### config.mk
export PLATFORM = sky130hd
export DESIGN_NAME = a23_gc_out_reader
export DESIGN_NICKNAME = d
export VERILOG_FILES = /design/src/rtl/a23_gc_pkg.sv /design/src/rtl/a23_gc_out_reader.sv
export SDC_FILE = /design/constraint.sdc
export NUM_CORES = 1
export LEC_CHECK = 0
export ABC_AREA = 1
export CAP_MARGIN = 10
export CORE_ASPECT_RATIO = 1.75
export CORE_UTILIZATION = 45
export CTS_CLUSTER_SIZE = 24
export DETAILED_ROUTE_END_ITERATION = 8
export GPL_ROUTABILITY_DRIVEN = 0
export PLACE_DENSITY = 0.86
export SLEW_MARGIN = 20
export SYNTH_ARGS = -nofsm -noshare
export SYNTH_HDL_FRONTEND = slang
export SYNTH_SLANG_ARGS = --single-unit
### constraint.sdc
create_clock -name clk -period 3.8 [get_ports clk]
set_input_delay 0.38 -clock clk [delete_from_list [all_inputs] [get_ports clk]]
set_output_delay 0.38 -clock clk [all_outputs]
set_load 0.01 [all_outputs]
### src/rtl/a23_gc_pkg.sv
// Shared constants for the a23 garbled-circuit memory map and the output reader.
// Region selects occupy address bits [31:24].
package a23_gc_pkg;

  localparam logic [7:0] CODE      = 8'h00;
  localparam logic [7:0] GARBLER   = 8'h01;
  localparam logic [7:0] EVALUATOR = 8'h02;
  localparam logic [7:0] OUT       = 8'h03;
  localparam logic [7:0] STACK     = 8'h04;

  localparam logic [31:0] ADR_OUT = {OUT, 24'h000000};

  typedef enum logic [1:0] {
    IDLE = 2'd0,
    READ = 2'd1,
    HOLD = 2'd2,
    DONE = 2'd3
  } rd_state_e;

endpackage

### src/rtl/a23_gc_out_reader.sv
// Drains the garbled-circuit output region word by word onto a valid/ready stream.
// The bus is borrowed for one cycle per word so the core can use it in between.
module a23_gc_out_reader
  import a23_gc_pkg::*;
#(
  parameter int          OUT_MEM_SIZE = 64,
  parameter logic [31:0] BASE_ADDR    = ADR_OUT
) (
  input  logic        clk,
  input  logic        rst_n,
  input  logic        i_start,
  output logic        o_bus_own,
  output logic [31:0] o_m_address,
  output logic        o_m_write_en,
  output logic [3:0]  o_m_byte_enable,
  input  logic [31:0] i_m_read,
  output logic [31:0] o_data,
  output logic        o_valid,
  input  logic        i_ready,
  output logic        o_last,
  output logic        o_done
);

  localparam int               IDX_W    = (OUT_MEM_SIZE > 1) ? $clog2(OUT_MEM_SIZE) : 1;
  localparam logic [IDX_W-1:0] LAST_IDX = IDX_W'(OUT_MEM_SIZE - 1);

  rd_state_e        state_reg, state_next;
  logic [IDX_W-1:0] idx_reg, idx_next;
  logic [31:0]      data_reg, data_next;
  logic             is_last;

  assign is_last      = (idx_reg == LAST_IDX);
  assign o_m_write_en = 1'b0;
  assign o_data       = data_reg;

  always_ff @(posedge clk or negedge rst_n) begin
    if (!rst_n) begin
      state_reg <= IDLE;
      idx_reg   <= '0;
      data_reg  <= '0;
    end else begin
      state_reg <= state_next;
      idx_reg   <= idx_next;
      data_reg  <= data_next;
    end
  end

  always_comb begin
    state_next      = state_reg;
    idx_next        = idx_reg;
    data_next       = data_reg;
    o_bus_own       = 1'b0;
    o_m_address     = 32'h0;
    o_m_byte_enable = 4'b0000;
    o_valid         = 1'b0;
    o_last          = 1'b0;
    o_done          = 1'b0;
    case (state_reg)
      IDLE: begin
        if (i_start) begin
          state_next = READ;
          idx_next   = '0;
        end
      end
      READ: begin
        o_bus_own       = 1'b1;
        o_m_address     = BASE_ADDR + (32'(idx_reg) << 2);
        o_m_byte_enable = 4'b1111;
        data_next       = i_m_read;
        state_next      = HOLD;
      end
      HOLD: begin
        o_valid = 1'b1;
        o_last  = is_last;
        if (i_ready) begin
          if (is_last) begin
            // Clear the word so the stream output reads 0 once the pass is over.
            state_next = DONE;
            data_next  = '0;
          end else begin
            state_next = READ;
            idx_next   = idx_reg + IDX_W'(1);
          end
        end
      end
      DONE: begin
        o_done = 1'b1;
        if (i_start) begin
          state_next = READ;
          idx_next   = '0;
        end
      end
      default: state_next = IDLE;
    endcase
  end

endmodule

# After elaboration in Yosys (flattened, before gate mapping)

Index checks and enable logic that the tools add are counted.

Bits in registers: 40
Latch bits: 0
RAM bits: 0
ROM bits: 0
Input port bits: 36
Output and inout port bits: 73
Memories kept: 0

Add/sub/neg operators: 2
$mul: 0
Divide/modulo/power cells: 0
Magnitude comparators: 0
Equal/unequal tests: 8
Shift-type cells: 0
Mux-type cells: 17
Bitwise operators: 0
Reductions and logical operators: 7

Operator list:

| kind                    | number |
|---|---|
| $mux W32                | 2 |
| $pmux W32 S2            | 1 |
| $add A26 B8 Y27 const A | 1 |
| $mux W27                | 1 |
| $mux W6                 | 3 |
| $pmux W6 S2             | 1 |
| $add A6 B1 Y6 const B   | 1 |
| $eq A6 B6 Y1 const B    | 1 |
| $mux W2                 | 3 |
| $ne A2 B2 Y1 const B    | 3 |
| $pmux W2 S3             | 1 |
| $eq A2 B2 Y1 const B    | 2 |
| $mux W1                 | 4 |
| $mux W4                 | 1 |
| $reduce_and A4 Y1       | 1 |
| $reduce_bool A2 Y1      | 2 |
| $reduce_and A3 Y1       | 1 |
| $eq A2 B1 Y1 const B    | 1 |
| $logic_not A2 Y1        | 1 |
| $ne A2 B1 Y1 const B    | 1 |
| $reduce_and A2 Y1       | 1 |
| $reduce_or A2 Y1        | 1 |

# Logic depth before layout (Yosys ltp)

Gate-level depths: netlist of the first run.

Word-level depth: 4
Gate-level depth with buffers: 9
Mapped depth without buffers: 8

# Least setup slack after synthesis of the first run

OpenSTA, ideal clock, no wires.

Path type: reg-to-output
From: register state_reg[1]
To: output o_m_address[2]
Arrival: 1.486 ns
Data required time: 3.420 ns
Setup slack: 1.934 ns
Cell stages (with the launch flop): 7
Path through: dfrtp_1 inv_1 ha_1 buf_2 buf_1 nand2_1 inv_1

Cells in the longest elaborated chain, start to end: 2

RTL lines:

| item                   | RTL line                | source |
|---|---|---|
| from (decl)            | a23_gc_out_reader.sv:27 | `rd_state_e state_reg, state_next;` |
| from (signal assigned) | a23_gc_out_reader.sv:42 | `state_reg <= state_next;` |
| $eq A2 B1 Y1           | a23_gc_out_reader.sv:58 | `case (state_reg)` |
| $mux W27               | a23_gc_out_reader.sv:58 |  |
| to (decl)              | a23_gc_out_reader.sv:13 | `output logic [31:0] o_m_address,` |

No other way between the ends.

# Final worst setup path of the first run

From: register state_reg[0]
To: output o_last

Cells in the longest elaborated chain, start to end: 2

RTL lines:

| item         | RTL line                | source |
|---|---|---|
| $eq A2 B2 Y1 | a23_gc_out_reader.sv:58 |  |
| $mux W1      | a23_gc_out_reader.sv:58 |  |
| to (decl)    | a23_gc_out_reader.sv:20 | `output logic o_last,` |

No other way between the ends.

==> results of run 1 <==
==> path summary, 6_finish.rpt <==
kind	start	end	slack, ps	cells after the start
setup / recovery	state_reg[0]	o_last	1220	5
min in group clk	o_data[24]	o_data[24]	510	2
hold reg to reg	o_data[24]	o_data[24]	510	2
setup reg to reg	state_reg[0]	o_data[6]	1460	6
max in group asynchronous	rst_n	o_data[29]	3050	1
hold / removal	rst_n	o_data[10]	190	1
==> layout make-up <==
class	count	area, µm²
timing repair buffer	84	833
clock inverter	2	35.0
fill	448	1880
sequential	40	1000
clock buffer	6	72.6
multi-input combinational	176	1080
inverter	15	56.3
tap	54	67.6
==> power groups by stage <==
stage               Combinational [W]  Clock, W  Sequential (W)
global placement              0.00140         0        0.000782
global route                  0.00154  0.000370        0.000799
CTS                           0.00143  0.000350        0.000777
floorplan                    0.000870         0        0.000837
detailed placement            0.00143         0        0.000786
finish                        0.00141  0.000341        0.000775
==> layer usage <==
| layer | routed length (µm) | global-route usage | up-vias | share of wire |
|---|---|---|---|---|
| met2 | 2760 | 0.338 | 84 | 0.55 |
| met4 | 153 | 0.0976 | 0 | 0.030 |
| met3 | 303 | 0.0344 | 14 | 0.060 |
| met1 | 1840 | 0.199 | 875 | 0.36 |
| met5 | 0 | 0 | - | 0 |
| li1 | - | - | 904 | - |
==> cells in the final DEF, fill, tap and decap left out, types with 3 or more instances in the layout <==
cell type / Yosys / routed
nand3_2: 31 / 31
conb_1: 1 / 25
dfrtp_1: 40 / 40
nand2_2: 31 / 32
o21ai_0: 4 / 4
nor2_1: 4 / 4
nand2_1: 27 / 26
ha_1: 5 / 4
clkbuf_8: 0 / 5
inv_1: 14 / 14
o21ai_1: 3 / 3
clkdlybuf4s50_1: 0 / 82
nand3_1: 38 / 38
==> stage by stage <==
| stage | std cells | util | setup slack, ps | hold slack (ps) | power (W) |
|---|---|---|---|---|---|
| finish | 377 | 0.626 | 1220 | 191 | 0.00253 |
| global route | 377 | 0.626 | 1100 | 262 | 0.00271 |
| CTS | 377 | 0.626 | 1190 | 235 | 0.00256 |
| detailed placement | 369 | 0.605 | 1430 | 504 | 0.00221 |
| global placement | 369 | 0.605 | 1510 | 497 | 0.00218 |
| floorplan | 276 | - | 1930 | 84.4 | 0.00171 |
==> logic make-up after synthesis <==
group	synth area share
AO/OA/AOI/OAI	0.0300
adder cells (fa/ha/maj)	0.0263
buffers and inverters	0.166
flip-flops	0.421
other	0.00158
AND/OR/NAND/NOR	0.355
==> results.md, run 1 <==
* Status: complete, but fails checks
* Failing checks: DRC
* Gr ovfl total at 0
* Die Span Y at 98.2 µm
* LEAKAGE at 1.51 nW
* Port bufs at 83
* # resized after CTS at 0
* F_max at 388 MHz
* Clk network pwr share at 0.135
* Max Cap Violations at 0
* Switch Pwr at 0.00103 W
* Clk sink count at 40
* Top post-synthesis cells by area: dfrtp_1 (42%), nand3_2 (13%), buf_4 (9.8%), nand2_2 (8.2%), nand3_1 (8.0%)
* Core area at 5020 µm²
* Post-Route WL at 5.06 mm
* Power Internal at 0.00150 W
* FFs w/ async S/R, synth at 1.00
* Final Hold Fails at 0
* Routed wire per std cell at 13.4 µm
* Final setup TNS at 0 ps
* Via density at 4.98
* Post-Syn Area at 2380 µm²
* Vias in the first global route at 1768
* Synth cell count leaders: dfrtp_1 (40), nand3_1 (38), buf_4 (31), nand2_2 (31), nand3_2 (31)
* Die area at 5590 µm²
* DRC at 6
* Area growth, synth to finish at 32.1%
* Most used DFF post-synth: dfrtp_1
* Syn Area/Cell at 9.44 µm²
* Nets at 363
* H-tree depth at 2
* Antenna violations before repair at 0
* Global-route wire length before repair at 8.07 mm
* # setup viols final at 0
* Maximum fanout along the worst path at 34
* Total Routing Usage GR at 0.186
* Crit share post-route at 0.679
* Top cell type by total area after synthesis: dfrtp_1
* Yosys reg bits at 40
* Design area at 3140 µm²
* Starting Density at 0.474
* VDD IR max at 736 µV
* Root buffer cell: clkbuf_8
* Switching share of power at 0.408
* DR vias at 1877
* Post-synth EDFFs at 0
* Worst Tran Pin Value at 900 ps
* WP data required at 3420 ps
* Buf+Inv Stages, Crit Path at 3
* Post-CTS Setup Bufs at 0
* Drt first pass iters at 6
* Most common cell in the netlist: dfrtp_1
* Cell family with most CP delay: buffers and inverters
* YS warnings at 0
* Std-Cell Rows at 34
* Logic pwr share at 0.559
* Slew headroom at 0.398
* Max reg flops at 32
* ANT cells at 0
* Critical path arrival at 2200 ps
* Remaining antenna violation count at 0
* Setup Skew at 3.61 ps
* Largest net degree at the start of global routing at 41
* CTS tree: yes
* Startpoint Class: register
* Placed Area at 3040 µm²
* Hold-fix buffers, CTS at 0
* Delay of the slowest critical-path stage at 570 ps
* CTS clk-pin slew, worst paths at 80 ps
* Critical path, cell by cell: inv_1, ha_1, inv_2, nor3_4, clkdlybuf4s50_1
* Seq/Total Area, Yosys at 0.421
* Clock buffer depth at 2
* Syn Inst Count at 252
* Flop pwr share at 0.306
* Post-route minimum period at 2580 ps
* Top-area cell type share of the netlist area at 0.421
* Placed wire-length estimate at 3.71 mm
* Worst-Skew Late Latency at 290 ps
* RSZ-0062 raised after global routing: no
* Count of different cell masters after synthesis at 25
* Endpoint class of the critical path: output port
* Boundary pin count at 109
* HP Class: input pin to async pin
* Power per cell area at 805 nW/µm²
* WS Path Type: register to output port
* Layout cells sized above 1 at 0.241
* Die Wd at 57.0 µm
* Iteration-0 DRC Markers at 43
* Pins Over Slew Limit at 0
* CP max-delay cell: clkdlybuf4s50_1
* Num CTS Buffers at 5
No activity file was read; power rests on OpenSTA's default activity.
==> run 2, diff against run 1 <==
--- a/config.mk
+++ b/config.mk
@@ -8,11 +8,11 @@
 export ABC_AREA = 1
 export CAP_MARGIN = 10
 export CORE_ASPECT_RATIO = 1.75
-export CORE_UTILIZATION = 45
+export CORE_UTILIZATION = 42
 export CTS_CLUSTER_SIZE = 24
 export DETAILED_ROUTE_END_ITERATION = 8
 export GPL_ROUTABILITY_DRIVEN = 0
-export PLACE_DENSITY = 0.86
+export PLACE_DENSITY = 0.81
 export SLEW_MARGIN = 20
 export SYNTH_ARGS = -nofsm -noshare
 export SYNTH_HDL_FRONTEND = slang
==> constraint.sdc (replaced) <==
create_clock -name clk -period 2.4 [get_ports clk]
set_input_delay 0.24 -clock clk [delete_from_list [all_inputs] [get_ports clk]]
set_output_delay 0.24 -clock clk [all_outputs]
set_load 0.01 [all_outputs]
==> run 2 against run 1 <==
Effect of this change: the flow now finishes without violations; largest cell class unchanged; cell area grew 2.1%; combinational power increased by 64%; sequential share of layout area shrank 0.66 points.
==> results.md, run 2 (synthesis gave the netlist of run 1 again) <==
* RSZ-0062 raised after global routing: no
* ANT cells at 0
* Slew headroom at 0.387
* Routed wire per std cell at 13.3 µm
* DR vias at 1853
* Startpoint Class: register
* F_max at 454 MHz
* Final Hold Fails at 0
* Num CTS Buffers at 5
* Remaining antenna violation count at 0
* Post-route minimum period at 2200 ps
* Origin of the worst setup path: state_reg[0]
* Gr ovfl total at 0
* Delay of the slowest critical-path stage at 580 ps
* # setup viols final at 0
* Iteration-0 DRC Markers at 58
* Hold-fix buffers, CTS at 0
* Starting Density at 0.445
* # resized after CTS at 0
* Die Span Y at 102 µm
* Total Routing Usage GR at 0.185
* Critical path, cell by cell: inv_1, ha_1, inv_2, nor3_4, clkdlybuf4s50_1
* Vias in the first global route at 1721
* Final setup TNS at 0 ps
* Min Hold Slack at 69.7 ps
* WP data required at 2160 ps
* Area growth, synth to finish at 34.9%
* Placed wire-length estimate at 3.82 mm
* Buf+Inv Stages, Crit Path at 3
* Endpoint class of the critical path: output port
* Max reg flops at 32
* Crit share post-route at 0.917
* Pins Over Slew Limit at 0
* Post-CTS Setup Bufs at 0
* Worst-Skew Late Latency at 290 ps
* VDD IR max at 752 µV
* WS Path Type: register to output port
* Setup Skew at 5.02 ps
* Status: finished, final reports clean
* H-tree depth at 2
* Via density at 4.63
* Global-route wire length before repair at 8.28 mm
* Post-Route WL at 5.33 mm
* R2r startpoint: state_reg[0]
* Commonest non-fill, non-tap cells in the layout: clkdlybuf4s50_1 (82), dfrtp_1 (40), nand3_1 (38)
* Boundary pin count at 109
* Clk sink count at 40
* Max Cap Violations at 0
* Power per cell area at 1290 nW/µm²
* Die Wd at 58.9 µm
* Nets at 366
* CTS tree: yes
* Maximum fanout along the worst path at 5
* Drt first pass iters at 4
* CTS clk-pin slew, worst paths at 80 ps
* HP Class: input pin to async pin
* DRC at 0
* Worst Tran Pin Value at 919 ps
* Clock buffer depth at 2
* Layout cells sized above 1 at 0.252
* CP max-delay cell: clkdlybuf4s50_1
* Port bufs at 83
* Die area at 5980 µm²
* Std-Cell Rows at 35
* Cell family with most CP delay: buffers and inverters
* Pre-CTS setup slack at 487 ps
* Final worst setup slack at 199 ps
* Largest net degree at the start of global routing at 41
* Core area at 5340 µm²
* Critical path arrival at 1960 ps
* Most common cell after layout, fill and taps aside: clkdlybuf4s50_1
* LEAKAGE at 1.53 nW
* Final Util at 0.601
* Antenna violations before repair at 0
* Root buffer cell: clkbuf_8
-- run 2: changes by cell type in the layout (fill, tap and decap cells not counted) --
cell / before / now
clkinv_2: 1 / 0
buf_4: 1 / 4
clkbuf_8: 5 / 7
clkbuf_1: 1 / 0
-- run 2: worst paths after layout --
kind | slack [ps] | end | cells past startpoint
max in group asynchronous | 1740 | o_data[1] | 1
min reg2reg | 500 | o_data[5] | 2
min in group clk | 500 | o_data[5] | 2
min | 70 | o_data[19] | 1
max | 200 | o_last | 5
max reg2reg | 480 | o_data[6] | 8
-- run 2: power by group --
group / total [W] / switching, W / internal (W)
combinational: 0.00231 / 0.00120 / 0.00111
clock: 0.000601 / 0.000234 / 0.000367
sequential: 0.00121 / 0.000230 / 0.000985
total: 0.00413 / 0.00167 / 0.00246
-- run 2: final cells by class --
| type | count | area (µm²) |
|---|---|---|
| fillers | 487 | 2130 |
| multi-input cells | 176 | 1080 |
| flip-flops and latches | 40 | 1000 |
| repair buffers | 87 | 856 |
| clock buffers | 7 | 96.3 |
| well taps | 74 | 92.6 |
| inverters | 15 | 56.3 |
| clock inverters | 1 | 30.0 |
-- run 2: through the flow --
step | instance area (µm²) | total power, W | std cells
floorplan | 2470 | 0.00270 | 276
global placement | 3080 | 0.00349 | 392
detailed placement | 3080 | 0.00355 | 392
CTS | 3210 | 0.00417 | 400
global route | 3210 | 0.00441 | 400
finish | 3210 | 0.00413 | 400
-- run 2: worst register-to-register path: stages, from the launching register on --
cell,delay [ps]
dfrtp_1,430
inv_1,90
ha_1,260
inv_2,80
buf_4,240
nand2_2,90
buf_4,440
nand3_1,150
nand2_1,90
-- run 2: routing by layer --
layer,GRT usage,part of all wire,wire length (µm),vias to the layer above
met3,0.0230,0.044,233,7
li1,-,-,-,904
met5,0,0,0,-
met4,0.0788,0.024,127,0
met2,0.346,0.56,2960,76
met1,0.202,0.38,2010,866
